$ cat src/rtl/hwag_pkg.sv
// Shared types and constants for the HWAG ignition coil scheduler.
// Angles are modular over 0..ACNT_TOP; all schedule events are equality matches.
package hwag_pkg;

  localparam int ANGLE_W = 24;

  typedef logic [ANGLE_W-1:0] angle_t;

  localparam angle_t ACNT_TOP = 24'd3839;

  typedef enum logic [1:0] {
    IDLE   = 2'd0,
    CHARGE = 2'd1,
    FIRED  = 2'd2
  } coil_state_t;

endpackage

$ cat src/rtl/hwag_coil_channel.sv
// One coil channel: pending/active angle registers, safe-point commit,
// charge/ignite FSM and the dwell-limit watchdog with its sticky fault flag.
module hwag_coil_channel
  import hwag_pkg::*;
#(
  parameter int AW = 24,
  parameter int DW = 24
) (
  input  logic          clk_i,
  input  logic          rst_ni,
  input  logic          hwag_start_i,
  input  logic          acnt_ena_i,
  input  logic [AW-1:0] acnt_i,
  input  logic          wr_i,
  input  logic [AW-1:0] wr_charge_i,
  input  logic [AW-1:0] wr_ignite_i,
  input  logic [DW-1:0] max_dwell_i,
  input  logic          fault_clr_i,
  output logic          coil_o,
  output logic          fault_o
);

  coil_state_t   state_q, state_d;
  logic [DW-1:0] dwell_q, dwell_d;
  logic [AW-1:0] act_c_q, act_c_d, act_i_q, act_i_d;
  logic [AW-1:0] pend_c_q, pend_c_d, pend_i_q, pend_i_d;
  logic          pend_v_q, pend_v_d;
  logic          fault_q, fault_d;
  logic          coil_q, coil_d;

  logic win_ok, ch_hit, ig_hit, tmo, fault_set, commit;

  // A degenerate window (charge == ignite, e.g. after reset) never matches.
  assign win_ok = (act_c_q != act_i_q);
  assign ch_hit = acnt_ena_i && (acnt_i == act_c_q) && win_ok;
  assign ig_hit = acnt_ena_i && (acnt_i == act_i_q) && win_ok;
  assign tmo    = (max_dwell_i != '0) && (dwell_q == max_dwell_i - DW'(1));

  always_comb begin
    state_d   = state_q;
    dwell_d   = dwell_q;
    fault_set = 1'b0;
    if (!hwag_start_i) begin
      state_d = IDLE;
    end else begin
      unique case (state_q)
        IDLE: begin
          if (ch_hit) begin
            state_d = CHARGE;
            dwell_d = '0;
          end
        end
        CHARGE: begin
          if (dwell_q != '1) dwell_d = dwell_q + DW'(1);
          if (ig_hit) begin
            state_d = IDLE;
          end else if (tmo) begin
            state_d   = FIRED;
            fault_set = 1'b1;
          end
        end
        FIRED: begin
          if (ig_hit) state_d = IDLE;
        end
        default: state_d = IDLE;
      endcase
    end
  end

  // Angles move only while idle and not about to start charging, so a
  // running dwell window always closes on the angle it opened with.
  assign commit = (state_q == IDLE) && !(hwag_start_i && ch_hit) && pend_v_q;

  always_comb begin
    act_c_d  = act_c_q;
    act_i_d  = act_i_q;
    pend_c_d = pend_c_q;
    pend_i_d = pend_i_q;
    pend_v_d = pend_v_q;
    if (commit) begin
      act_c_d  = pend_c_q;
      act_i_d  = pend_i_q;
      pend_v_d = 1'b0;
    end
    if (wr_i) begin
      pend_c_d = wr_charge_i;
      pend_i_d = wr_ignite_i;
      pend_v_d = 1'b1;
    end
  end

  assign fault_d = (fault_q & ~fault_clr_i) | fault_set;
  assign coil_d  = (state_d == CHARGE);

  always_ff @(posedge clk_i or negedge rst_ni) begin
    if (!rst_ni) begin
      state_q  <= IDLE;
      dwell_q  <= '0;
      act_c_q  <= '0;
      act_i_q  <= '0;
      pend_c_q <= '0;
      pend_i_q <= '0;
      pend_v_q <= 1'b0;
      fault_q  <= 1'b0;
      coil_q   <= 1'b0;
    end else begin
      state_q  <= state_d;
      dwell_q  <= dwell_d;
      act_c_q  <= act_c_d;
      act_i_q  <= act_i_d;
      pend_c_q <= pend_c_d;
      pend_i_q <= pend_i_d;
      pend_v_q <= pend_v_d;
      fault_q  <= fault_d;
      coil_q   <= coil_d;
    end
  end

  assign coil_o  = coil_q;
  assign fault_o = fault_q;

endmodule

$ cat src/rtl/hwag_coil_sched.sv
// Coil scheduler top: validates CPU angle writes, returns ack/err, and
// fans the accepted write and fault clears out to the per-channel sequencers.
module hwag_coil_sched
  import hwag_pkg::*;
#(
  parameter int CH = 4,
  parameter int AW = 24,
  parameter int DW = 24
) (
  input  logic                  clk_i,
  input  logic                  rst_ni,
  input  logic                  hwag_start_i,
  input  logic                  acnt_ena_i,
  input  logic [AW-1:0]         acnt_i,
  input  logic                  cfg_we_i,
  input  logic [$clog2(CH)-1:0] cfg_ch_i,
  input  logic [AW-1:0]         cfg_charge_i,
  input  logic [AW-1:0]         cfg_ignite_i,
  output logic                  cfg_ack_o,
  output logic                  cfg_err_o,
  input  logic [DW-1:0]         max_dwell_i,
  output logic [CH-1:0]         coil_out_o,
  output logic [CH-1:0]         ch_fault_o,
  input  logic [CH-1:0]         fault_clr_i
);

  logic          cfg_ok;
  logic          ack_q, ack_d, err_q, err_d;
  logic [CH-1:0] wr_q, wr_d;
  logic [AW-1:0] wr_c_q, wr_c_d, wr_i_q, wr_i_d;

  assign cfg_ok = (cfg_charge_i <= AW'(ACNT_TOP)) && (cfg_ignite_i <= AW'(ACNT_TOP)) &&
                  (cfg_charge_i != cfg_ignite_i);

  // Writes are registered once here; the channel loads pending in the ack cycle.
  always_comb begin
    ack_d  = cfg_we_i && cfg_ok;
    err_d  = cfg_we_i && !cfg_ok;
    wr_d   = '0;
    wr_c_d = wr_c_q;
    wr_i_d = wr_i_q;
    if (cfg_we_i && cfg_ok) begin
      wr_d[cfg_ch_i] = 1'b1;
      wr_c_d         = cfg_charge_i;
      wr_i_d         = cfg_ignite_i;
    end
  end

  always_ff @(posedge clk_i or negedge rst_ni) begin
    if (!rst_ni) begin
      ack_q  <= 1'b0;
      err_q  <= 1'b0;
      wr_q   <= '0;
      wr_c_q <= '0;
      wr_i_q <= '0;
    end else begin
      ack_q  <= ack_d;
      err_q  <= err_d;
      wr_q   <= wr_d;
      wr_c_q <= wr_c_d;
      wr_i_q <= wr_i_d;
    end
  end

  assign cfg_ack_o = ack_q;
  assign cfg_err_o = err_q;

  for (genvar i = 0; i < CH; i++) begin : g_ch
    hwag_coil_channel #(
      .AW(AW),
      .DW(DW)
    ) u_ch (
      .clk_i       (clk_i),
      .rst_ni      (rst_ni),
      .hwag_start_i(hwag_start_i),
      .acnt_ena_i  (acnt_ena_i),
      .acnt_i      (acnt_i),
      .wr_i        (wr_q[i]),
      .wr_charge_i (wr_c_q),
      .wr_ignite_i (wr_i_q),
      .max_dwell_i (max_dwell_i),
      .fault_clr_i (fault_clr_i[i]),
      .coil_o      (coil_out_o[i]),
      .fault_o     (ch_fault_o[i])
    );
  end

endmodule

$ cat config.mk
export PLATFORM = sky130hd
export DESIGN_NAME = hwag_coil_sched
export DESIGN_NICKNAME = d
export VERILOG_FILES = /design/src/rtl/hwag_pkg.sv /design/src/rtl/hwag_coil_channel.sv /design/src/rtl/hwag_coil_sched.sv
export SDC_FILE = /design/constraint.sdc
export NUM_CORES = 1
export LEC_CHECK = 0
export BUFFER_PORTS_ARGS = -buffer_cell sky130_fd_sc_hd__buf_4
export CAP_MARGIN = 20
export CORE_MARGIN = 2
export CORE_UTILIZATION = 67
export DETAILED_ROUTE_END_ITERATION = 8
export PLACE_DENSITY = 0.95
export SYNTH_ARGS = -nofsm -noshare
export SYNTH_HDL_FRONTEND = slang
export SYNTH_SLANG_ARGS = --single-unit
export TNS_END_PERCENT = 5
$ cat constraint.sdc
create_clock -name clk_i -period 5 [get_ports clk_i]
set_input_delay 1.5 -clock clk_i [delete_from_list [all_inputs] [get_ports clk_i]]
set_output_delay 1.5 -clock clk_i [all_outputs]
set_load 0.05 [all_outputs]
# Word level (Yosys, flattened, before mapping)
# Index checks and enable logic that the tools add are counted.
# op_classes
add_sub_neg,5
n_lt_le_gt_ge,4
eq_ne,41
muxes,63
n_bitwise,12
reduce_logical,59
# op_table
op,count
equality test 24 bit,12
2-to-1 mux 24 bit,8
one-hot mux 24 bit (2 select lines),4
inequality test 24 bit,5
"adder 24 x 1 -> 24 bit, second input constant",4
"inequality test 24 bit, second input constant",4
"<= comparator 24 x 12 -> 1 bit, second input constant",2
2-to-1 mux 2 bit,20
logical AND 1 bit,37
2-to-1 mux 1 bit,25
one-hot mux 2 bit (3 select lines),4
nonzero test 24 bit,1
"subtractor 24 x 1 -> 24 bit, second input constant",1
"equality test 2 x 1 -> 1 bit, second input constant",8
"inequality test 2 x 1 -> 1 bit, second input constant",8
AND reduction 4 bit,4
nonzero test 2 bit,8
"equality test 2 bit, second input constant",4
logical NOT 2 bit,4
logical NOT 1 bit,5
AND 1 bit,4
2-to-1 mux 4 bit,1
inverter 1 bit,4
OR 1 bit,4
other kinds (3),3
# totals
register_bits,554
in_bits,107
output_inout_bits,10
word_cells,225

# Longest topological paths before layout
# Gate-level depths: netlist (run 1).
# depth
word_depth,9
mapped_depth,14
ltp_nobuf,10

# By module
# A second synthesis (run 1) with hierarchy kept.
# unflattened
hier_cells,2588
area_unflattened_um2,29404.5
# by_module_without_submodules
module,n_inst,cells_each,area_per_inst_um2,seq_area_each_um2
hwag_coil_channel at g_ch[0].u_ch ...,3,613,6859.1,3128.0
hwag_coil_channel at g_ch[3].u_ch,1,590,6628.9,3128.0
hwag_coil_sched,1,159,2198.4,1351.3

# Worst setup path after synthesis (run 1)
# OpenSTA, ideal clock, no wires.
# synth_timing
path_kind,input -> register
from,in max_dwell_i[0]
to,reg g_ch[1].u_ch.fault_q
setup_ps,95
t_arrival_ps,5057
required_time_ps,4905
path_slack_ps,-152
cell_stages,13
path_buffers,3
cell_sequence,clkbuf_1 -> inv_1 -> ha_1 -> buf_4 -> or4b_1 -> buf_2 -> nor4_4 -> nor2_1 -> a2111o_1 -> or4_1 -> or4_4 -> or4_1 -> o32ai_2
# synth_between
elab_chain_len,8
elab_cells_between_ends,9
classes_between,1 x add/sub; 1 x eq/ne; 4 x mux; 1 x bitwise; 2 x reduce/logical
# synth_rtl
element,line,source
from (decl),hwag_coil_sched.sv:21,"input logic [DW-1:0] max_dwell_i,"
subtractor 24 x 1 -> 24 bit,hwag_coil_channel.sv:37,assign tmo = (max_dwell_i != '0) && (dwell_q == max_dwell_i - DW'(1));
equality test 24 bit,hwag_coil_channel.sv:37,
logical AND 1 bit (*),hwag_coil_channel.sv:37,
2-to-1 mux 1 bit (*),hwag_coil_channel.sv:57,end else if (tmo) begin
2-to-1 mux 1 bit (*),hwag_coil_channel.sv:55,if (ig_hit) begin
2-to-1 mux 1 bit (*),hwag_coil_channel.sv:46,unique case (state_q)
2-to-1 mux 1 bit (*),hwag_coil_channel.sv:43,if (!hwag_start_i) begin
OR 1 bit (*),hwag_coil_channel.sv:92,assign fault_d = (fault_q & ~fault_clr_i) | fault_set;
net g_ch[1].u_ch.fault_d,hwag_coil_channel.sv:28,"logic fault_q, fault_d;"
to (signal assigned),hwag_coil_channel.sv:114,fault_q <= fault_d;
to (decl),hwag_coil_channel.sv:28,
# Mark *: on every way through the listed nets, which the timed path passes. The rest lies on a longest branch.
# A chain may end at the register's enable or synchronous reset.

# Final worst setup path (run 1)
# layout_timing
from,in max_dwell_i[1]
to,reg g_ch[3].u_ch.coil_q
# layout_between
elab_chain_len,8
elab_cells_between_ends,9
classes_between,1 x add/sub; 2 x eq/ne; 4 x mux; 2 x reduce/logical
# layout_rtl
element,line,source
subtractor 24 x 1 -> 24 bit,hwag_coil_channel.sv:37,
equality test 24 bit,hwag_coil_channel.sv:37,
logical AND 1 bit (*),hwag_coil_channel.sv:37,
2-to-1 mux 2 bit (*),hwag_coil_channel.sv:57,
2-to-1 mux 2 bit (*),hwag_coil_channel.sv:55,
one-hot mux 2 bit (3 select lines) (*),hwag_coil_channel.sv:46,
2-to-1 mux 2 bit (*),hwag_coil_channel.sv:43,
equality test 2 x 1 -> 1 bit (*),hwag_coil_channel.sv:93,assign coil_d = (state_d == CHARGE);
net g_ch[3].u_ch.coil_d,hwag_coil_channel.sv:29,"logic coil_q, coil_d;"
to (signal assigned),hwag_coil_channel.sv:115,coil_q <= coil_d;
to (decl),hwag_coil_channel.sv:29,
# Marked as above.

==> summary.txt, run 1 <==
Layout Cells excl Fill - 3357
Register area - 13900 um2
Setup TNS - 0 ns
Ys Warns - 0
Worst vdd ir - 0.000344 V
Proportion of netlist area held by the largest area contributor - 47.6%
Final worst setup slack - 0.629 ns
Num CTS Buffers - 54
Crit path buf inv count - 4
WL final - 106000 um
Final Max Tran Viols - 0
Syn Inst Count - 2627
Die width - 213 um
Dpl cells - 3252
Root Driver - clkbuf_16
Placeable Area - 43000 um2
Starting DRT DRC Count - 3228
Pin count of the biggest net entering global routing - 102
Mapped Nets - 2739
Clk buf depth - 3
Synth Flop Type - dfrtp_1
Row Count - 76
Drt pass-1 iters - 8
CP Launch Type - input port
Fmax - 229 MHz
Leakage - 15.6 nW
Starting Density - 67.8%
Total track usage - 48.0%
Crit path time final - 4.37 ns
H-tree Lvls - 2
RePlAce Congestion - 1.00
Critical path arrival - 4.86 ns
Worst Hold Path EP - g_ch[3].u_ch.pend_v_q
Gr ovfl total - 0
Sequential area share after synthesis - 47.6%
Hold Crit Class - flop to flop
Share of synthesized registers carrying an async set or reset - 100%
Area Growth Syn to Fin - 12.6%
Post-synthesis average cell area - 11.1 um2
Largest area contributor in the netlist - dfrtp_1
Failing checks - max-capacitance violations
Layout cell share with drive strength beyond 1 - 27.4%
Top post-synthesis cells by area - dfrtp_1, mux2_2, xnor2_1
Post-CTS sizing - 0
Crit. End Element - flop
Multi-input logic area - 14400 um2
Cell Chain, Critical Path - buf_4 > inv_1 > ha_4 > or4b_4 > buf_4 > nor2_1 > buf_4 > xnor2_1 > a2111oi_0 > nand4_1 > o311ai_0 > a21oi_1
# hold bufs at CTS - 0
Antenna-violating nets left - 0
CP top delay family - compound AO/OA/AOI/OAI gates
Max-cap violations - 1
Pwr/cell area - 289 nW/um2
Crit path required time - 5.49 ns
Worst Reg-to-Reg Cells - 8
Number of enable flip-flop cells after synthesis - 0
Worst hold path cell count - 1
Synth unique cells - 75
Critical path's slowest cell - a2111oi_0
First-pass GRT wire length - 157000 um
Die Y-Extent - 213 um
Clk_skew - 0.0511 ns
Worst reg2reg startpoint - g_ch[0].u_ch.act_i_q[15]
# setup viols final - 0
Number of global-route vias before repair - 24100
RSZ-0062 raised after global routing - no
Tot Pwr - 0.00948 W
Top Ports - 117
Dpl ws - 0.0576 ns
Final net count - 2839
Synthesized area - 29100 um2
Worst Tran Pin Value - 1.46 ns
Post-CTS setup buffer count - 0
CP Max Fanout - 6
Register clock-pin slew on the reported worst setup and hold paths - 0.06 ns
Wirelength per Cell - 31.6 um
Dpl hpwl - 72400 um
Critical Path Max Stage Delay - 0.74 ns
Clock sinks - 554
Drt drc - 0
Initial antenna violation count - 5
Final Hold Viols - 0
CTS tree - yes
Synth Register Bits - 554
Max_slew headroom - 1.85%
Die ar. - 45200 um2
Vias per cell - 7.07
Clock Latency Late Sink - 0.65 ns
Via Count - 23700
HP Start - g_ch[3].u_ch.pend_v_q
Reg2reg setup slack - 1.29 ns
RR Endpoint - g_ch[0].u_ch.dwell_q[14]
PortBufs - 116
Fillers - 2499
Critical path's most frequent cell - buf_4
Final period utilization - 87.4%
Outcome - complete, but fails checks
Kind of critical path - input port to flop
## per-layer routing
| metal | global-route usage (%) | vias up | wire [um] |
|---|---|---|---|
| met2 | 77.5 | 1888 | 49900 |
| met3 | 13.0 | 689 | 10800 |
| met5 | 1.56 | - | 39 |
| li1 | - | 9568 | - |
| met1 | 54.5 | 11600 | 35200 |
| met4 | 36.6 | 6 | 10100 |
## worst max path at each step
stage / from / endpoint / cells after the start
after global routing: max_dwell_i[1] / g_ch[1].u_ch.fault_o / 12
final: max_dwell_i[1] / g_ch[3].u_ch.coil_o / 12
after floorplan: max_dwell_i[0] / g_ch[1].u_ch.fault_o / 13
after detailed placement: max_dwell_i[1] / g_ch[1].u_ch.fault_o / 11
after CTS: max_dwell_i[1] / g_ch[3].u_ch.coil_o / 12
after global placement: max_dwell_i[1] / g_ch[1].u_ch.fault_o / 11
## cells by family after synthesis
logic type                 Yosys count  share of synthesized area, %
and+or+nand+nor                    715                          13.4
DFF                                554                          47.6
muxes                              421                          16.2
xor gates and xnor gates           420                          12.7
AOI/OAI and AO/OA                  290                          6.86
buffers and inverters              222                          3.02
adders and majority gates            5                         0.215
## sequential cells by signal, indices dropped and copies added, names as in the netlist
| register | cells |
|---|---|
| g_ch.u_ch.dwell_q | 96 |
| g_ch.u_ch.pend_c_q | 96 |
| g_ch.u_ch.fault_o | 4 |
| cfg_ack_o | 1 |
| wr_i_q | 24 |
| g_ch.u_ch.pend_v_q | 4 |
| g_ch.u_ch.act_i_q | 96 |
| g_ch.u_ch.pend_i_q | 96 |
| cfg_err_o | 1 |
| g_ch.u_ch.act_c_q | 96 |
| g_ch.u_ch.state_q | 8 |
| wr_q | 4 |
| g_ch.u_ch.coil_o | 4 |
| wr_c_q | 24 |
## cell type report
class	count	area share, %
clock buffers	82	4.87
multi-input cells	1851	44.0
flip-flops and latches	554	42.3
repair buffers	226	5.51
clock inverters	17	0.679
diodes	2	0.0153
well taps	585	2.23
inverters	40	0.465
## layout by cell type (no fill, tap or decap), drive strengths merged, types with 11 or more instances in the layout
master	netlist	layout
a21oi	53	53
clkinv	0	11
mux2	410	410
buf	40	225
nand2b	22	22
nor2	90	90
xnor2	219	219
clkbuf	142	83
nand2	142	142
and2	31	31
o21ai	79	79
inv	40	42
nand4	82	82
or3	19	19
a21o	12	12
xor2	200	200
mux2i	11	11
nor3	52	52
nand3	76	76
nand3b	15	15
and3	22	22
or4	26	26
dfrtp	554	554
o221ai	13	13
o31ai	11	11
nor4	92	92
a22o	18	18
## synth_stat cells, types with 26 or more instances
cell type  count
and2_1        29
nor2_1        90
clkbuf_1     141
buf_1         26
nand4_1       82
nor4_1        88
xor2_1       200
nor3_1        52
dfrtp_1      554
xnor2_1      219
inv_1         40
nand3_1       76
a21oi_1       53
mux2_2       410
nand2_1      142
o21ai_0       78
## through the flow
stage          cell area (um2)  utilization [%]  hold WS, ns
6_report                 32800             76.3        0.503
2_1_floorplan            29200                -        0.449
5_1_grt                  32800             76.3        0.519
3_5_place_dp             31000             72.0        0.479
3_3_place_gp             31000             72.0        0.459
4_1_cts                  32800             76.3        0.505
## power by group
part	internal [W]	switching (W)
logic	0.000238	0.000436
clock network	0.00237	0.00188
registers	0.00450	0.0000572
No activity file was read; power rests on OpenSTA's default activity.
==> run 2, diff against run 1 <==
--- a/config.mk
+++ b/config.mk
@@ -7,6 +7,7 @@
 export LEC_CHECK = 0
 export BUFFER_PORTS_ARGS = -buffer_cell sky130_fd_sc_hd__buf_4
 export CAP_MARGIN = 20
+export CORE_ASPECT_RATIO = 1.75
 export CORE_MARGIN = 2
 export CORE_UTILIZATION = 67
 export DETAILED_ROUTE_END_ITERATION = 8
==> run 2 against run 1 <==
Effect of this change:
- the flow now finishes without violations
- setup slack worse by 0.20 ns
- sequential power hardly changed
- power fell by 0.86%
- final cell count decreased by 0.45%
- die area is 0.14% higher
- clock-buffer cell count shrank 14
- first-iteration DRC count shrank 16%
- global-route usage increased by 2.1 points
- routed wire length grew 5.3%
- hold slack better by 0.0021 ns
==> summary.txt, run 2 (same netlist as run 1, synthesis figures left out) <==
Outcome - completed
Post-DP Area - 31100 um2
Pwr/cell area - 286 nW/um2
Crit path required time - 5.42 ns
Clk pwr share - 44.2%
Antenna-violating nets left - 0
Post-CTS setup buffer count - 0
Post-CTS sizing - 0
Initial antenna violation count - 3
First-pass GRT wire length - 164000 um
Area Growth Syn to Fin - 12.8%
PortBufs - 116
Crit path time final - 4.58 ns
Final instance area - 32800 um2
P_sw - 0.00231 W
Worst Tran Pin Value - 1.10 ns
Register area - 13900 um2
Kind of critical path - input port to flop
Fmax - 219 MHz
Critical Path Max Stage Delay - 0.68 ns
Sw Share - 24.6%
Final net count - 2849
Max-cap violations - 0
Fillers - 2572
Top Ports - 117
Final period utilization - 91.5%
Clock Latency Late Sink - 0.60 ns
Clk buf depth - 3
Multi-input logic area - 14400 um2
Final Hold Viols - 0
CP Max Fanout - 8
Hold Crit Class - flop to flop
Dpl hpwl - 78100 um
Root Driver - clkbuf_16
# setup viols final - 0
Die Y-Extent - 280 um
Die ar. - 45200 um2
Row Count - 101
Total track usage - 50.1%
Register clock-pin slew on the reported worst setup and hold paths - 0.07 ns
Via Count - 23800
Clock sinks - 554
Final Max Tran Viols - 0
Starting DRT DRC Count - 2715
Pin count of the biggest net entering global routing - 124
Placeable Area - 43200 um2
Commonest non-fill, non-tap cells in the layout - dfrtp_1, mux2_2, buf_4
Max_slew headroom - 25.8%
Critical path's slowest cell - o311ai_0
Number of global-route vias before repair - 24700
Drt drc - 0
Wirelength per Cell - 33.4 um
Commonest non-fill, non-tap cell in the layout - dfrtp_1
Num CTS Buffers - 48
RePlAce Congestion - 1.05
Drt pass-1 iters - 6
Starting Density - 67.4%
RSZ-0062 raised after global routing - no
CP Launch Type - input port
Layout cell share with drive strength beyond 1 - 27.8%
Dpl cells - 3251
Power Internal - 0.00709 W
Crit. End Element - flop
Vias per cell - 7.12
CTS tree - yes
# hold bufs at CTS - 0
WL final - 112000 um
Die width - 162 um
Gr ovfl total - 0
Clk_skew - 0.0342 ns
Layout Cells excl Fill - 3342
Leakage - 15.6 nW
Gate power share - 7.4%
Critical path arrival - 5.00 ns
Worst vdd ir - 0.000392 V
H-tree Lvls - 2
Critical path's most frequent cell - buf_4
Seq pwr share - 48.5%
Cell Chain, Critical Path - buf_4 > buf_4 > nor4_2 > buf_4 > and2_0 > buf_4 > a31o_2 > o311ai_0 > a2111oi_0 > buf_4 > nand4_1 > o311ai_0 > a21oi_1
[run 2: cell types whose count changed in the layout (fill, tap and decap cells not counted), moves of 3 or more]
cell and delta:
buf_4 +17, bufinv_16 +4, clkbuf_1 -6, clkbuf_16 -5
clkbuf_8 -3, clkinv_2 -4
[run 2: critical path, delay by kind of cell]
family                 cells  cell delay [ns]
AO/OA/AOI/OAI              5             1.70
buffers and inverters      5             0.96
AND/OR/NAND/NOR            3             0.82
[run 2: power groups by stage]
stage | clock network [W] | registers, W | logic (W)
3_3_place_gp | 0 | 0.00464 | 0.000648
4_1_cts | 0.00412 | 0.00456 | 0.000668
5_1_grt | 0.00430 | 0.00456 | 0.000724
3_5_place_dp | 0 | 0.00464 | 0.000658
6_report | 0.00415 | 0.00456 | 0.000692
2_1_floorplan | 0 | 0.00461 | 0.000317
[run 2: routing by layer]
layer	wire (um)	share of wire (%)	global-route usage, %	vias up
met2	53800	48	83.0	1752
met3	9010	8.1	10.7	778
met4	15700	14	53.4	2
met1	33100	30	49.5	11700
li1	-	-	-	9596
met5	51	0.046	0.887	-
[run 2: per-stage QoR]
stage / total power [W] / worst slack [ns] / utilization [%] / setup TNS [ns] / hold WS (ns)
after floorplan: 0.00492 / 0.0506 / - / 0 / 0.449
after global placement: 0.00529 / -0.0589 / 71.9 / -0.157 / 0.459
after detailed placement: 0.00530 / -0.0628 / 71.9 / -0.154 / 0.490
after CTS: 0.00934 / 0.513 / 76.0 / 0 / 0.504
after global routing: 0.00958 / 0.289 / 76.0 / 0 / 0.524
final: 0.00940 / 0.425 / 76.0 / 0 / 0.505
[run 2: area by class of cell]
| class | count | share of cell area, % |
|---|---|---|
| Clock buffer | 68 | 4.29 |
| Timing Repair Buffer | 242 | 5.92 |
| Antenna cell | 2 | 0.0152 |
| Multi-Input combinational cell | 1851 | 43.9 |
| Clock inverter | 19 | 1.00 |
| Tap cell | 566 | 2.16 |
| Sequential cell | 554 | 42.2 |
| Inverter | 40 | 0.465 |
[run 2: path summary, 6_finish.rpt]
kind	startpoint	to	slack, ns	cells past startpoint
worst min-delay path	g_ch[3].u_ch.pend_i_q[20]	g_ch[3].u_ch.act_i_q[20]	0.50	1
worst max register to register	g_ch[0].u_ch.act_i_q[23]	g_ch[0].u_ch.act_c_q[16]	1.11	9
worst min register to register	g_ch[3].u_ch.pend_i_q[20]	g_ch[3].u_ch.act_i_q[20]	0.50	1
min in group asynchronous	rst_ni	g_ch[2].u_ch.pend_c_q[13]	0.93	1
max in group asynchronous	rst_ni	wr_q[1]	2.90	2
worst max-delay path	max_dwell_i[0]	g_ch[3].u_ch.state_q[0]	0.42	13
